<file path="src/rtl/axis_arb_pkg.sv">
// rtl/axis_arb_pkg.sv - shared state/mode encodings and constants for the packet arbiter
package axis_arb_pkg;

  // Largest supported number of upstream sources; internal muxes are padded to this size.
  localparam int MAX_SRC = 4;

  // Bit positions inside config_reg0.
  localparam int CFG_ARB_EN_BIT    = 0;
  localparam int CFG_PRIO_MODE_BIT = 1;

  typedef enum logic {
    ST_IDLE   = 1'b0,
    ST_LOCKED = 1'b1
  } arb_state_e;

  typedef enum logic {
    PRIO_RR    = 1'b0,
    PRIO_FIXED = 1'b1
  } prio_mode_e;

endpackage

</file>
<file path="src/rtl/axis_arb_rr_picker.sv">
// rtl/axis_arb_rr_picker.sv - combinational winner select (round-robin or fixed priority)
module axis_arb_rr_picker
  import axis_arb_pkg::*;
#(
  parameter int NUM_SRC = 2
) (
  input  logic [NUM_SRC-1:0] valid_i,
  input  logic [1:0]         last_i,
  input  prio_mode_e         mode_i,
  output logic [1:0]         winner_o,
  output logic               any_o
);

  logic [MAX_SRC-1:0] valid_pad;
  logic [2:0]         idx;
  logic               found;

  // Fixed mode takes the lowest valid index; round-robin scans upward starting just after last winner.
  always_comb begin
    valid_pad                = '0;
    valid_pad[NUM_SRC-1:0]   = valid_i;
    winner_o                 = '0;
    found                    = 1'b0;
    idx                      = '0;
    if (mode_i == PRIO_FIXED) begin
      for (int k = MAX_SRC - 1; k >= 0; k--) begin
        if (valid_pad[k]) begin
          winner_o = 2'(k);
        end
      end
    end else begin
      for (int k = 1; k <= MAX_SRC; k++) begin
        if (k <= NUM_SRC) begin
          // last_i < NUM_SRC and k <= NUM_SRC, so one subtraction is enough for the wrap.
          idx = {1'b0, last_i} + 3'(k);
          if (idx >= 3'(NUM_SRC)) begin
            idx = idx - 3'(NUM_SRC);
          end
          if (!found && valid_pad[idx[1:0]]) begin
            winner_o = idx[1:0];
            found    = 1'b1;
          end
        end
      end
    end
  end

  assign any_o = |valid_i;

endmodule

</file>
<file path="src/rtl/axis_st_packet_arbiter.sv">
// rtl/axis_st_packet_arbiter.sv - packet-locked N:1 AXI-Stream arbiter; AXIS_ARB_PKT_CNT_EN adds per-source packet counters
module axis_st_packet_arbiter
  import axis_arb_pkg::*;
#(
  parameter int C_AXIS_TDATA_WIDTH = 128,
  parameter int NUM_SRC            = 2
) (
  input  logic                                 AXIS_ACLK,
  input  logic                                 AXIS_ARESETN,
  input  logic [NUM_SRC-1:0]                   S_AXIS_TVALID,
  input  logic [NUM_SRC*C_AXIS_TDATA_WIDTH-1:0] S_AXIS_TDATA,
  input  logic [NUM_SRC*C_AXIS_TDATA_WIDTH/8-1:0] S_AXIS_TSTRB,
  input  logic [NUM_SRC-1:0]                   S_AXIS_TLAST,
  output logic [NUM_SRC-1:0]                   S_AXIS_TREADY,
  output logic                                 M_AXIS_TVALID,
  output logic [C_AXIS_TDATA_WIDTH-1:0]        M_AXIS_TDATA,
  output logic [C_AXIS_TDATA_WIDTH/8-1:0]      M_AXIS_TSTRB,
  output logic                                 M_AXIS_TLAST,
  input  logic                                 M_AXIS_TREADY,
  input  logic [31:0]                          config_reg0,
  output logic [1:0]                           grant_idx,
  output logic                                 busy,
  output logic [NUM_SRC*32-1:0]                pkt_cnt
);

  localparam int DW = C_AXIS_TDATA_WIDTH;
  localparam int SW = C_AXIS_TDATA_WIDTH / 8;

  arb_state_e state_q, state_d;
  logic [1:0] grant_q, grant_d;
  logic [1:0] last_q, last_d;

  logic          m_valid_q, m_valid_d;
  logic          m_last_q, m_last_d;
  logic [DW-1:0] m_data_q, m_data_d;
  logic [SW-1:0] m_strb_q, m_strb_d;

  // Per-source views padded to MAX_SRC so the grant index can select without width games.
  logic [DW-1:0]      src_data [MAX_SRC];
  logic [SW-1:0]      src_strb [MAX_SRC];
  logic [MAX_SRC-1:0] src_valid;
  logic [MAX_SRC-1:0] src_last;

  logic       arb_en;
  prio_mode_e prio_mode;
  logic       unused_cfg;
  logic [1:0] pick_winner;
  logic       pick_any;
  logic       out_room;
  logic       sel_valid;
  logic       sel_last;
  logic       accept;

  assign arb_en     = config_reg0[CFG_ARB_EN_BIT];
  assign prio_mode  = prio_mode_e'(config_reg0[CFG_PRIO_MODE_BIT]);
  assign unused_cfg = ^config_reg0[31:2];

  for (genvar g = 0; g < MAX_SRC; g++) begin : g_src
    if (g < NUM_SRC) begin : g_real
      assign src_data[g]  = S_AXIS_TDATA[g*DW +: DW];
      assign src_strb[g]  = S_AXIS_TSTRB[g*SW +: SW];
      assign src_valid[g] = S_AXIS_TVALID[g];
      assign src_last[g]  = S_AXIS_TLAST[g];
    end else begin : g_pad
      assign src_data[g]  = '0;
      assign src_strb[g]  = '0;
      assign src_valid[g] = 1'b0;
      assign src_last[g]  = 1'b0;
    end
  end

  axis_arb_rr_picker #(
    .NUM_SRC (NUM_SRC)
  ) u_picker (
    .valid_i  (S_AXIS_TVALID),
    .last_i   (last_q),
    .mode_i   (prio_mode),
    .winner_o (pick_winner),
    .any_o    (pick_any)
  );

  // The single output stage can take a beat when empty or when it drains this cycle.
  assign out_room  = !m_valid_q || M_AXIS_TREADY;
  assign sel_valid = src_valid[grant_q];
  assign sel_last  = src_last[grant_q];
  assign accept    = (state_q == ST_LOCKED) && sel_valid && out_room;

  for (genvar g = 0; g < NUM_SRC; g++) begin : g_rdy
    assign S_AXIS_TREADY[g] = (state_q == ST_LOCKED) && (grant_q == 2'(g)) && out_room;
  end

  // Next-state: grant in IDLE, release the lock on an accepted TLAST, load or drain the output stage.
  always_comb begin
    state_d   = state_q;
    grant_d   = grant_q;
    last_d    = last_q;
    m_valid_d = m_valid_q;
    m_data_d  = m_data_q;
    m_strb_d  = m_strb_q;
    m_last_d  = m_last_q;
    case (state_q)
      ST_IDLE: begin
        if (arb_en && pick_any) begin
          grant_d = pick_winner;
          state_d = ST_LOCKED;
        end
      end
      ST_LOCKED: begin
        // Enable and other sources are ignored here: a packet, once granted, always completes.
        if (accept && sel_last) begin
          state_d = ST_IDLE;
          last_d  = grant_q;
        end
      end
      default: state_d = ST_IDLE;
    endcase
    if (accept) begin
      m_valid_d = 1'b1;
      m_data_d  = src_data[grant_q];
      m_strb_d  = src_strb[grant_q];
      m_last_d  = sel_last;
    end else if (M_AXIS_TREADY) begin
      m_valid_d = 1'b0;
    end
  end

  // State, grant pointer and output stage registers; reset drops any partial packet.
  always_ff @(posedge AXIS_ACLK or negedge AXIS_ARESETN) begin
    if (!AXIS_ARESETN) begin
      state_q   <= ST_IDLE;
      grant_q   <= '0;
      last_q    <= 2'(NUM_SRC - 1);
      m_valid_q <= 1'b0;
      m_data_q  <= '0;
      m_strb_q  <= '0;
      m_last_q  <= 1'b0;
    end else begin
      state_q   <= state_d;
      grant_q   <= grant_d;
      last_q    <= last_d;
      m_valid_q <= m_valid_d;
      m_data_q  <= m_data_d;
      m_strb_q  <= m_strb_d;
      m_last_q  <= m_last_d;
    end
  end

`ifdef AXIS_ARB_PKT_CNT_EN
  for (genvar g = 0; g < NUM_SRC; g++) begin : g_cnt
    logic [31:0] cnt_q;
    // Count accepted end-of-packet beats of this source; wraps naturally at 2^32.
    always_ff @(posedge AXIS_ACLK or negedge AXIS_ARESETN) begin
      if (!AXIS_ARESETN) begin
        cnt_q <= '0;
      end else if (accept && sel_last && (grant_q == 2'(g))) begin
        cnt_q <= cnt_q + 32'd1;
      end
    end
    assign pkt_cnt[g*32 +: 32] = cnt_q;
  end
`else
  assign pkt_cnt = '0;
`endif

  assign M_AXIS_TVALID = m_valid_q;
  assign M_AXIS_TDATA  = m_data_q;
  assign M_AXIS_TSTRB  = m_strb_q;
  assign M_AXIS_TLAST  = m_last_q;
  assign grant_idx     = grant_q;
  assign busy          = (state_q == ST_LOCKED);

endmodule

</file>
<file path="config.mk">
export PLATFORM = sky130hd
export DESIGN_NAME = axis_st_packet_arbiter
export DESIGN_NICKNAME = d
export VERILOG_FILES = /design/src/rtl/axis_arb_pkg.sv /design/src/rtl/axis_arb_rr_picker.sv /design/src/rtl/axis_st_packet_arbiter.sv
export SDC_FILE = /design/constraint.sdc
export NUM_CORES = 1
export LEC_CHECK = 0
export CORE_AREA = 2 2 211 213
export CTS_CLUSTER_SIZE = 10
export DETAILED_ROUTE_END_ITERATION = 7
export DIE_AREA = 0 0 213 215
export PLACE_DENSITY = 0.54
export SYNTH_ARGS = -nofsm -noshare
export SYNTH_HDL_FRONTEND = slang
export SYNTH_SLANG_ARGS = --single-unit
</file>
<file path="constraint.sdc">
create_clock -name AXIS_ACLK -period 2.5 [get_ports AXIS_ACLK]
set_clock_uncertainty 0.2 [all_clocks]
set_input_delay 0.75 -clock AXIS_ACLK [delete_from_list [all_inputs] [get_ports AXIS_ACLK]]
set_output_delay 0.75 -clock AXIS_ACLK [all_outputs]
set_load 0.03 [all_outputs]
</file>
Word level (Yosys, flattened, before mapping)
Cells that the tools add are included.
{ "word_totals": {"regBits": 151, "elab_cells": 67, "out_inout_bits": 215, "inputBits": 327} }
{ "op_classes": {"n_reduce_logical": 17, "magnitude_cmp": 6, "n_eq_ne": 1, "n_mux": 30, "addsub": 4, "bitwise": 2} }
{ "op_table": {"columns": ["op", "n"], "rows": [
  ["$bmux 128 s2", 1],
  ["$mux 128", 2],
  ["$bmux 16 s2", 1],
  ["$mux 16", 2],
  ["$mux 2", 7],
  ["$mux 1", 12],
  ["$logic_and 1x1->1", 9],
  ["$lt 2x3->1 const B", 3],
  ["$bmux 1 s2", 4],
  ["$ge 3x2->1 const B", 2],
  ["$reduce_and 2->1", 2],
  ["$sub 2x2->2 const B", 2],
  ["$add 2x1->3 const B", 1],
  ["$add 2x2->3 const B", 1],
  ["$ge 3x3->1 const B", 1],
  ["$not 2->3", 1],
  ["$eq 2x1->1 const B", 1],
  ["$logic_not 1->1", 2],
  ["$logic_not 2->1", 1],
  ["$pmux 1 s2", 1],
  ["$reduce_bool 2->1", 1],
  ["$reduce_or 2->1", 1],
  ["$logic_or 1x1->1", 1],
  ["$not 1->1", 1]
]} }

Depth between registers and ports, before layout
Gate-level depths: netlist of run 1.
{ "logic_depth": {"ltp_word": 12, "ltp_mapped": 8} }

Hierarchy
A second synthesis of run 1 with hierarchy kept.
{ "hier_totals": {"cells_unflattened": 739, "hier_area_um2": 7811.2} }
{ "by_module_without_submodules": {"columns": ["mod", "cells_each", "area_each_um2", "n_inst", "seq_area_each_um2"], "rows": [
  ["axis_st_packet_arbiter", 732, 7768.7, 1, 3779.9],
  ["axis_arb_rr_picker", 7, 42.5, 1, 0.0]
]} }

Worst setup path after synthesis of run 1
No wires, ideal clock.
{ "synth_timing": {"path_type": "reg-to-output", "start": "reg grant_q[0], in the netlist grant_idx[0]", "end": "out S_AXIS_TREADY[1]", "t_arrival_ns": 1.845, "stages_incl_launch_ff": 6, "n_path_buf": 3, "required_time_ns": 1.550, "slack_ns": -0.295, "path_cell_list": "dfrtp_1 buf_2 buf_2 buf_1 inv_1 nor2_1"} }
{ "synth_via": {"elab_chain_cells": 3} }
{ "synth_rtl": {"columns": ["item", "line_no", "text"], "rows": [
  ["start, declared", "axis_st_packet_arbiter.sv:30", "logic [1:0] grant_q, grant_d;"],
  ["start signal, assigned", "axis_st_packet_arbiter.sv:139", "grant_q <= grant_d;"],
  ["$eq 2x1->1", "axis_st_packet_arbiter.sv:89", "assign S_AXIS_TREADY[g] = (state_q == ST_LOCKED) && (grant_q == 2'(g)) && out_room;"],
  ["$logic_and 1x1->1 (2 in a row)", "axis_st_packet_arbiter.sv:89", null],
  ["end, declared", "axis_st_packet_arbiter.sv:14", "output logic [NUM_SRC-1:0] S_AXIS_TREADY,"]
]} }
Every way passes these cells.

Worst setup path in the final report of run 1
{ "layout_timing": {"start": "reg m_data_q[90], in the netlist M_AXIS_TDATA[90]", "end": "out M_AXIS_TDATA[90]"} }
{ "layout_lines": {"columns": ["item", "line_no", "text"], "rows": [
  ["start, declared", "axis_st_packet_arbiter.sv:35", "logic [DW-1:0] m_data_q, m_data_d;"],
  ["start signal, assigned", "axis_st_packet_arbiter.sv:142", "m_data_q <= m_data_d;"],
  ["end, declared", "axis_st_packet_arbiter.sv:16", "output logic [C_AXIS_TDATA_WIDTH-1:0] M_AXIS_TDATA,"]
]} }
No word-level cell between the ends.

==> metrics.md, run 1 <==
| Metric | Value |
|---|---|
| Synth warnings | `0` |
| Run status | `complete, no violations` |
| Number of buffers created by CTS | `17` |
| Cell internal pwr | `9.189 mW` |
| Sw Ratio | `0.4340` |
| Die ar. | `45800 um^2` |
| Fin. Hold Viols | `0` |
| Critical path endpoint | `M_AXIS_TDATA[90]` |
| Reg2reg end | `M_AXIS_TSTRB[10]$_DFFE_PN0P_` |
| Port bufs | `447` |
| Post-synthesis register bit count | `151` |
| Finished Layout Cells | `1785` |
| Crit-path max FO | `2` |
| Final setup vio count | `0` |
| Hold WC Path Type | `flip-flop to flip-flop` |
| Launching point of the worst reg2reg path | `grant_idx[0]$_DFFE_PN0P_` |
| Sink Count | `151` |
| Area delta synth->final | `73.01%` |
| Fmax | `0.4104 GHz` |
| Final ANT Viol Nets | `0` |
| First-pass GRT wire length | `39190 um` |
| Period utilization | `0.9746` |
| Met2 usage | `0.1967` |
| Headroom to the max-slew limit | `0.4881` |
| Critical path type | `flip-flop to primary output` |
| Diodes inserted | `0` |
| M3 GR Usage | `0.03478` |
| Total Wirelength | `26400 um` |
| Drc violations | `0` |
| Initial antenna violation count | `0` |
| Clk buf depth | `2` |
| CP peak stage delay | `0.71 ns` |
| Yosys top cell by area | `dfrtp_1` |
| Top-level I/O count | `542` |
| Final Max Slew Viols | `0` |
| Setup repair bufs after CTS | `0` |
| Syn_area_per_cell | `10.75 um^2` |
| R2R cell count | `5` |
| CP bufs+invs | `1` |
| P per Cell Area | `1188 nW/um^2` |
| DR WL/cell | `14.79 um` |
| Global Route Usage Sum | `0.1118` |
| Inst Count DP | `1754` |
| HPWL Detailed | `20520 um` |
| Register share of total power | `0.264` |
| Worst-path clk slew | `0.06 ns` |
| P_leak | `5.990 nW` |
| Required @ worst endpoint | `1.55 ns` |
| Slew at the pin closest to its max-slew limit | `0.7679 ns` |
| Die Y-Extent | `215 um` |
| Pre-CTS setup slack | `-0.4148 ns` |
| Post-layout util | `0.3133` |
| Final Total Pwr | `16.24 mW` |
| Mapped cell area | `7903 um^2` |
| Combinational share of power | `0.580` |
| Share of post-route cells with drive strength above 1 | `0.09304` |
| Reg2reg setup slack | `0.32 ns` |
| Initial DRC count | `207` |
| Die width | `213 um` |
| Vias in the first global route | `6931` |
| M1 GR Usage | `0.1288` |
| Synth cell types | `24` |
| Nets | `1509` |
| Final instance area | `13670 um^2` |
| Site Rows | `77` |
| Tmin final | `2.436 ns` |
| Gr ovfl total | `0` |
| Crit path cell chain | `clkdlybuf4s50_1` |
| Core Region | `43640 um^2` |
| Crit. Startpoint | `M_AXIS_TDATA[90]$_DFFE_PN0P_` |
| CP Data Arrival Time | `1.49 ns` |
| Initial Util | `0.1811` |
| CP Capture Type | `primary output` |
| Routed vias/inst | `3.833` |
| P_sw | `7.046 mW` |
| Clock Latency Late Sink | `0.43 ns` |
| Synth area leaders | `dfrtp_1 47%, mux2i_1 18%, o31ai_1 12%` |
| Post-Syn Instances | `735` |
| GP Congestion | `0.7606` |
| VDD IR max | `0.6955 mV` |
| RSZ-0062 raised after global routing | `yes` |
| DP Area | `13020 um^2` |
| Max Cap Viol | `0` |
| Largest net degree at the start of global routing | `78` |
| Global route hottest layer | `met2` |
| First-pass iteration count of the detailed router | `4` |
| Top cell type's share of synthesized area | `0.4750` |
| CP Depth | `1` |
| CTS tree | `yes` |
| Vias post-DR | `6842` |
| CP delay by family, top | `buffers and inverters` |
| Filler instances | `4515` |
| Clock power frac | `0.157` |
| CP Launch Type | `flip-flop` |
| Setup slack after layout | `0.06356 ns` |
| Seq/Total Area, Yosys | `0.4783` |
| Slowest cell on the critical path | `clkdlybuf4s50_1` |
| Htree depth | `4` |
| Root Buffer | `clkbuf_16` |
-- stage by stage --
stage / hold WS, ns / TNS [ns]
final: 0.2712 / 0
after global routing: 0.2942 / -0.01372
after CTS: 0.2787 / 0
after detailed placement: 0.2646 / -44.09
after global placement: 0.2589 / -41.38
after floorplan: 0.2448 / 0
-- cells by family (layout without fill, tap and decap cells) --
kind of cell           count (synthesis)  after routing  share of synthesized area
and+or+nand+nor                      157            157                    0.07837
DFF                                  151            151                     0.4783
AOI/OAI and AO/OA                    149            149                     0.1541
muxes                                147            147                     0.1864
buffers and inverters                130            525                     0.1024
other                                  1             64                  0.0004745
-- sequential cells by signal, indices dropped and copies added (netlist names) --
| name | count |
|---|---|
| M_AXIS_TVALID | 1 |
| grant_idx | 2 |
| M_AXIS_TLAST | 1 |
| last_q | 2 |
| busy | 1 |
| M_AXIS_TDATA | 128 |
| M_AXIS_TSTRB | 16 |
-- layout by cell type, fill, tap and decap left out, types with 2 or more instances in the layout --
cell	count
dfrtp_1	148
dlygate4sd2_1	10
and2_1	2
o31ai_2	20
clkinv_2	3
buf_12	9
nor2b_1	2
clkbuf_16	17
o21ai_0	2
buf_4	39
o31ai_1	124
clkinvlp_4	2
clkdlybuf4s50_1	410
nor2_4	2
mux2i_1	146
clkbuf_8	5
conb_1	64
nand2_1	146
dfrtp_4	2
nand2b_4	3
dlymetal6s2s_1	22
buf_6	3
-- layout make-up --
cell class | instances | area [um^2] | share of cell area
tap | 592 | 740.7 | 0.05418
multi-input combinational | 517 | 3590 | 0.2626
timing repair buffer | 494 | 4984 | 0.3645
clock buffer | 23 | 498.0 | 0.03642
sequential | 151 | 3787 | 0.2770
inverter | 1 | 3.754 | 0.0002745
clock inverter | 7 | 68.82 | 0.005033
-- metal layers --
layer | share of wire | vias up
met5 | 0 | -
met4 | 0.013 | 0
met3 | 0.076 | 17
met2 | 0.49 | 274
met1 | 0.42 | 3173
li1 | - | 3378
-- synth_stat cells, drive strengths merged --
cell type	n
o22ai	1
dfrtp	150
o31ai	144
dfstp	1
a32o	1
nor2	2
or3	1
a21bo	1
nand2	146
clkbuf	27
and2	2
nand2b	3
or3b	1
o21ai	2
conb	1
buf	102
nor2b	2
inv	1
mux2	1
mux2i	146
-- power groups by stage --
stage	Sequential, mW	Clock, mW	Combinational, mW
3_3_place_gp	4.29	0	9.54
2_1_floorplan	6.52	0	3.45
4_1_cts	4.32	2.66	9.58
5_1_grt	4.46	2.75	10.1
3_5_place_dp	4.34	0	9.60
6_report	4.28	2.54	9.41
-- worst min-delay path by stage --
stage | start | end | slack, ns | cells past startpoint
3_5_place_dp | M_AXIS_TDATA[99]$_DFFE_PN0P_ | M_AXIS_TDATA[99]$_DFFE_PN0P_ | 0.26 | 2
6_report | M_AXIS_TDATA[82]$_DFFE_PN0P_ | M_AXIS_TDATA[82]$_DFFE_PN0P_ | 0.27 | 2
5_1_grt | M_AXIS_TDATA[73]$_DFFE_PN0P_ | M_AXIS_TDATA[73]$_DFFE_PN0P_ | 0.29 | 2
2_1_floorplan | last_q[1]$_DFFE_PN0P_ | last_q[1]$_DFFE_PN0P_ | 0.24 | 1
3_3_place_gp | M_AXIS_TDATA[83]$_DFFE_PN0P_ | M_AXIS_TDATA[83]$_DFFE_PN0P_ | 0.26 | 2
4_1_cts | M_AXIS_TDATA[26]$_DFFE_PN0P_ | M_AXIS_TDATA[26]$_DFFE_PN0P_ | 0.28 | 2
-- timing repair --
action / 4_1_cts / 5_1_grt
endpoints found under the setup margin: 11 / 25
resized for setup: 13 / 26
hold endpoints to repair: 1 / 0
hold buffers: 1 / 0
Note: power is estimated with default switching activity, not from simulation.
==> run 2: changes to the inputs <==
Clock period 2.5 ns to 2.85 ns, I/O delays scaled along.
==> run 2 against run 1 <==
Against the previous run: final area shrank 0.53%; register-to-register slack gained 0.34 ns; global-route usage grew 0.17 points.
==> metrics.md, run 2 (synthesis gave the netlist of run 1 again) <==
| Metric | Value |
|---|---|
| Run status | `complete, no violations (unchanged)` |
| Top-level I/O count | `542 (unchanged)` |
| Drc violations | `0 (unchanged)` |
| Number of buffers created by CTS | `17 (unchanged)` |
| Port bufs | `447 (unchanged)` |
| Initial antenna violation count | `0 (unchanged)` |
| Hold WC Path Type | `input pin to async pin (was flip-flop to flip-flop)` |
| Critical path type | `input pin to primary output (was flip-flop to primary output)` |
| Nets | `1500 (was 1509)` |
| Required @ worst endpoint | `1.80 ns (was 1.55 ns)` |
| CP bufs+invs | `2 (was 1)` |
| Initial DRC count | `296 (was 207)` |
| Root Buffer | `clkbuf_16 (unchanged)` |
| HPWL Detailed | `20400 um (was 20520 um)` |
| Max reg flops | `128 (unchanged)` |
| DR WL/cell | `14.92 um (was 14.79 um)` |
| P per Cell Area | `1059 nW/um^2 (was 1188 nW/um^2)` |
| Fmax | `0.3552 GHz` |
| Tmin final | `2.816 ns` |
| Crit path cell chain | `clkdlybuf4s50_1 > nand2b_4 > nand2b_4 > nor2_4 > buf_6 (was clkdlybuf4s50_1)` |
| Reg2reg setup slack | `0.66 ns (was 0.32 ns)` |
| Die ar. | `45800 um^2 (unchanged)` |
| FF/Latch Area | `3787 um^2 (unchanged)` |
| Global route hottest layer | `met2 (unchanged)` |
| Number of hold buffers added after CTS | `0 (was 1)` |
| Global Route Usage Sum | `0.1135 (was 0.1118)` |
| Htree depth | `4 (unchanged)` |
| Met2 usage | `0.2036 (was 0.1967)` |
| M3 GR Usage | `0.03332 (was 0.03478)` |
| CP peak stage delay | `0.45 ns (was 0.71 ns)` |
| Fin. Hold Viols | `0 (unchanged)` |
| P_leak | `5.681 nW (was 5.990 nW)` |
| Most frequent cells in the layout | `443 x clkdlybuf4s50_1, 148 x dfrtp_1, 146 x mux2i_1, 146 x nand2_1, 124 x o31ai_1 (was 410 x clkdlybuf4s50_1, 148 x dfrtp_1, 146 x mux2i_1, 146 x nand2_1, 124 x o31ai_1)` |
| Slowest cell on the critical path | `clkdlybuf4s50_1 (unchanged)` |
| Core Region | `43640 um^2 (unchanged)` |
| Period utilization | `0.9879` |
| Most common cell after layout, fill and taps aside | `clkdlybuf4s50_1 (unchanged)` |
| Crit-path max FO | `3 (was 2)` |
| First-pass GRT wire length | `39990 um (was 39190 um)` |
| Total Wirelength | `26520 um (was 26400 um)` |
| Initial Util | `0.1811 (unchanged)` |
| M1 GR Usage | `0.1283 (was 0.1288)` |
| Routed vias/inst | `3.830 (was 3.833)` |
| Gr ovfl total | `0 (unchanged)` |
| Worst-path clk slew | `0.06 ns (about the same)` |
| VDD IR max | `0.4748 mV (was 0.6955 mV)` |
| CP delay by family, top | `buffers and inverters (unchanged)` |
| Final hold slack | `0.2087 ns (was 0.2712 ns)` |
| CP Capture Type | `primary output (unchanged)` |
| Vias post-DR | `6809 (was 6842)` |
| CTS tree | `yes (unchanged)` |
| R2R cell count | `5 (unchanged)` |
| Share of post-route cells with drive strength above 1 | `0.08600 (was 0.09304)` |
| Crit path top cell by count | `nand2b_4` |
| Final setup vio count | `0 (unchanged)` |
| Filler instances | `4549 (was 4515)` |
| First-pass iteration count of the detailed router | `4 (unchanged)` |
| Slew at the pin closest to its max-slew limit | `0.7751 ns (was 0.7679 ns)` |
| GP Congestion | `0.7442 (was 0.7606)` |
| Vias in the first global route | `6974 (was 6931)` |
| Final Total Pwr | `14.40 mW (was 16.24 mW)` |
| Site Rows | `77 (unchanged)` |
| Reg2reg end | `M_AXIS_TDATA[10]$_DFFE_PN0P_ (was M_AXIS_TSTRB[10]$_DFFE_PN0P_)` |
| Headroom to the max-slew limit | `0.4833 (was 0.4881)` |
| Clock Latency Late Sink | `0.44 ns (was 0.43 ns)` |
| Die width | `213 um (unchanged)` |
| Sink Count | `151 (unchanged)` |
| Area delta synth->final | `72.09% (was 73.01%)` |
| Multi-input logic area | `3577 um^2 (was 3590 um^2)` |
| CP Launch Type | `input pin (was flip-flop)` |
| Diodes inserted | `0 (unchanged)` |
| Final ANT Viol Nets | `0 (unchanged)` |
| Largest net degree at the start of global routing | `147 (was 78)` |
| CP Data Arrival Time | `1.76 ns (was 1.49 ns)` |
| Max Cap Viol | `0 (unchanged)` |
| Final Max Slew Viols | `0 (unchanged)` |
| Die Y-Extent | `215 um (unchanged)` |
| Launching point of the worst reg2reg path | `grant_idx[0]$_DFFE_PN0P_ (unchanged)` |
| Clk buf depth | `2 (unchanged)` |
[run 2: changes by cell type in the layout (fill, tap and decap cells not counted), moves of 2 or more]
cell             change
bufinv_16            +2
clkbuf_8             -2
clkdlybuf4s50_1     +33
clkinv_4             +2
buf_4                -9
dlymetal6s2s_1      -22
dlygate4sd2_1       -10
[run 2: layout make-up]
cell class	instances	share of cell area
multi-input cells	517	0.2630
clock inverters	10	0.01049
well taps	592	0.05447
clock buffers	22	0.03487
flip-flops and latches	151	0.2785
inverters	1	0.0002760
repair buffers	485	0.3584
[run 2: per-stage QoR]
step	worst slack (ns)	area (um^2)	util	cells	setup TNS (ns)
after floorplan	0.05270	8142	-	798	0
after global placement	-0.04120	12950	0.2968	1746	-0.04658
after detailed placement	-0.02948	12950	0.2968	1746	-0.08408
after CTS	0.004851	13580	0.3113	1778	0
after global routing	-0.01348	13600	0.3116	1778	-0.01382
final	0.03437	13600	0.3116	1778	0
[run 2: how the worst max path moves through the flow]
stage	from	endpoint	slack, ns	depth (start not counted)
2_1_floorplan	grant_idx[0]$_DFFE_PN0P_	S_AXIS_TREADY[1]	0.05	5
3_3_place_gp	M_AXIS_TREADY	S_AXIS_TREADY[0]	-0.04	5
3_5_place_dp	M_AXIS_TREADY	M_AXIS_TDATA[26]$_DFFE_PN0P_	-0.03	6
4_1_cts	M_AXIS_TREADY	S_AXIS_TREADY[0]	0.005	5
5_1_grt	M_AXIS_TREADY	S_AXIS_TREADY[0]	-0.01	5
6_report	M_AXIS_TREADY	S_AXIS_TREADY[0]	0.03	5
[run 2: where the power goes]
part           switching [mW]  internal, mW  total [mW]
Sequential              0.588          3.19        3.78
Clock                   0.977          1.45        2.43
Combinational            4.65          3.53        8.19
[run 2: what timing repair did]
action | 4_1_cts | 5_1_grt
buffers inserted | 0 | 0
gates resized for setup | 2 | 4
gates cloned | 0 | 0
pin swaps | 1 | 0
endpoints found under the hold margin | 0 | 0
setup endpoints to repair | 2 | 1
[run 2: layer usage]
layer  share of wire  vias up
li1                -     3367
met1            0.41     3188
met2            0.50      243
met3           0.073       11
met4          0.0095        0
met5               0        -
==> run 3: changes to the inputs <==
Settings changed: SETUP_SLACK_MARGIN from default to 0.15, SLEW_MARGIN from default to 5.
==> run 3 against run 2 <==
Against the previous run: non-clock buffer count fell by 3; count of clock-buffer cells in the layout fell by 1; setup slack gained 0.16 ns; die area is the same; register-to-register slack improved by 0.08 ns; global-route usage up 0.10 points; first-iteration DRC count fell by 13%; sequential share of layout area is essentially flat; core utilization hardly changed; critical endpoint is now S_AXIS_TREADY[1]; highest routed layer unchanged.
==> metrics.md, run 3 (synthesis gave the netlist of run 1 again) <==
| Metric | Value |
|---|---|
| Root Buffer | `clkbuf_16 (unchanged)` |
| Htree depth | `4 (unchanged)` |
| Clock Latency Late Sink | `0.44 ns (about the same)` |
| Initial Util | `0.1811 (unchanged)` |
| DR WL/cell | `15.12 um (was 14.92 um)` |
| Reg2reg end | `last_q[0]$_DFFE_PN1P_ (was M_AXIS_TDATA[10]$_DFFE_PN0P_)` |
| CP Launch Type | `input pin (unchanged)` |
| FF/Latch Area | `3787 um^2 (unchanged)` |
| Worst-path clk slew | `0.06 ns (about the same)` |
| Largest net degree at the start of global routing | `146 (was 147)` |
| Routed vias/inst | `3.846 (was 3.830)` |
| Finished Layout Cells | `1775 (was 1778)` |
| Crit-path max FO | `3 (unchanged)` |
| Multi-input logic area | `3577 um^2 (unchanged)` |
| Drc violations | `0 (unchanged)` |
| Clk buf depth | `2 (unchanged)` |
| Reg2reg setup slack | `0.74 ns (was 0.66 ns)` |
| Final setup vio count | `0 (unchanged)` |
| Top-level I/O count | `542 (unchanged)` |
| Gr ovfl total | `0 (unchanged)` |
| Headroom to the max-slew limit | `0.4871 (was 0.4833)` |
| Tmin final | `2.659 ns (was 2.816 ns)` |
| VDD IR max | `0.4356 mV (was 0.4748 mV)` |
| CP Capture Type | `primary output (unchanged)` |
| P_leak | `5.688 nW (was 5.681 nW)` |
| Setup repair bufs after CTS | `0 (unchanged)` |
| Required @ worst endpoint | `1.80 ns (about the same)` |
| Die width | `213 um (unchanged)` |
| Share of post-route cells with drive strength above 1 | `0.08284 (was 0.08600)` |
| Nets | `1497 (was 1500)` |
| Die Y-Extent | `215 um (unchanged)` |
| Number of buffers created by CTS | `17 (unchanged)` |
| Vias in the first global route | `6881 (was 6974)` |
| Most common cell after layout, fill and taps aside | `clkdlybuf4s50_1 (unchanged)` |
| Initial antenna violation count | `0 (unchanged)` |
| GP Congestion | `0.7347 (was 0.7442)` |
| Setup TNS | `0 ns (unchanged)` |
| P per Cell Area | `1066 nW/um^2 (was 1059 nW/um^2)` |
| R2R cell count | `4 (was 5)` |
| CTS tree | `yes (unchanged)` |
| RSZ-0062 raised after global routing | `no` |
| Number of hold buffers added after CTS | `0 (unchanged)` |
| CP Data Arrival Time | `1.60 ns (was 1.76 ns)` |
| Area delta synth->final | `72.32% (was 72.09%)` |
| Global Route Usage Sum | `0.1145 (was 0.1135)` |
| Slew at the pin closest to its max-slew limit | `0.7693 ns (was 0.7751 ns)` |
| Pre-CTS setup slack | `-0.1459 ns (was -0.02948 ns)` |
| First-pass GRT wire length | `39820 um (was 39990 um)` |
| Diodes inserted | `0 (unchanged)` |
| Die ar. | `45800 um^2 (unchanged)` |
| Most frequent cells in the layout | `440 x clkdlybuf4s50_1, 148 x dfrtp_1, 146 x mux2i_1, 146 x nand2_1, 124 x o31ai_1 (was 443 x clkdlybuf4s50_1, 148 x dfrtp_1, 146 x mux2i_1, 146 x nand2_1, 124 x o31ai_1)` |
| Max reg flops | `128 (unchanged)` |
| DP Area | `12980 um^2 (was 12950 um^2)` |
| Fmax | `0.3760 GHz (was 0.3552 GHz)` |
| Initial DRC count | `259 (was 296)` |
| Filler instances | `4585 (was 4549)` |
| Hold WC Path Type | `input pin to async pin (unchanged)` |
| First-pass iteration count of the detailed router | `4 (unchanged)` |
| Vias post-DR | `6826 (was 6809)` |
| Final ANT Viol Nets | `0 (unchanged)` |
| Inst Count DP | `1743 (was 1746)` |
| Site Rows | `77 (unchanged)` |
| HPWL Detailed | `20540 um (was 20400 um)` |
| Run status | `complete, no violations (unchanged)` |
| Final instance area | `13620 um^2 (was 13600 um^2)` |
| Fin. Hold Viols | `0 (unchanged)` |
| Max Cap Viol | `0 (unchanged)` |
| Port bufs | `447 (unchanged)` |
| Final Max Slew Viols | `0 (unchanged)` |
| Setup slack after layout | `0.1907 ns (was 0.03437 ns)` |
| Launching point of the worst reg2reg path | `grant_idx[1]$_DFFE_PN0P_ (was grant_idx[0]$_DFFE_PN0P_)` |
| Sink Count | `151 (unchanged)` |
| Final hold slack | `0.1908 ns (was 0.2087 ns)` |
| Core Region | `43640 um^2 (unchanged)` |
| Critical path type | `input pin to primary output (unchanged)` |
| Period utilization | `0.9331 (was 0.9879)` |
| Total Wirelength | `26840 um (was 26520 um)` |
## run 3: changes by cell type in the layout (fill, tap and decap cells not counted)
cell             previous run  this run
buf_4                      30        24
buf_12                      9        13
clkbuf_8                    3         0
clkdlybuf4s50_1           443       440
clkbuf_1                    2         4
dlygate4sd2_1               0         2
bufinv_16                   3         4
## run 3: layout make-up
cell class                 count  area share
inverter                       1   0.0002756
clock buffer                  21     0.03234
multi-input combinational    517      0.2627
tap                          592     0.05439
sequential                   151      0.2781
timing repair buffer         482      0.3595
clock inverter                11     0.01268
## run 3: per-layer routing
metal  vias up  wire [um]  track usage
li1       3365          -            -
met1      3196      11270       0.1352
met2       254      13280       0.1993
met3        11       1952      0.03171
met4         0        335      0.03613
met5         -          0            0
## run 3: worst max path at each step
stage          slack (ns)  depth (start not counted)                      from          endpoint
6_report             0.19                          6             M_AXIS_TREADY  S_AXIS_TREADY[1]
5_1_grt              0.15                          6             M_AXIS_TREADY  S_AXIS_TREADY[0]
4_1_cts              0.15                          6             M_AXIS_TREADY  S_AXIS_TREADY[0]
3_5_place_dp        -0.15                          6             M_AXIS_TREADY  S_AXIS_TREADY[1]
3_3_place_gp        -0.16                          6             M_AXIS_TREADY  S_AXIS_TREADY[1]
2_1_floorplan        0.22                          5  grant_idx[0]$_DFFE_PN0P_  S_AXIS_TREADY[1]
## run 3: where the power goes
part / total [mW] / internal (mW) / leakage [nW] / switching [mW]
combinational: 8.34 / 3.60 / 3.53 / 4.74
sequential: 3.75 / 3.19 / 1.87 / 0.561
clock: 2.42 / 1.47 / 0.296 / 0.950
## run 3: worst max-delay path, cell delays in order
cell,delay (ns)
dlygate4sd2_1,0.23
nand2b_4,0.13
buf_6,0.13
nand2b_4,0.08
nor2_4,0.04
buf_12,0.13
## run 3: what timing repair did
| action | 4_1_cts | 5_1_grt |
|---|---|---|
| pin swaps | 1 | 1 |
| gates resized for setup | 7 | 1 |
| endpoints found under the setup margin | 3 | 2 |
## run 3: metrics by stage
step | util | power [mW]
floorplan | - | 8.736
global placement | 0.2974 | 12.15
detailed placement | 0.2974 | 12.25
CTS | 0.3119 | 14.80
global route | 0.3120 | 15.41
finish | 0.3120 | 14.51
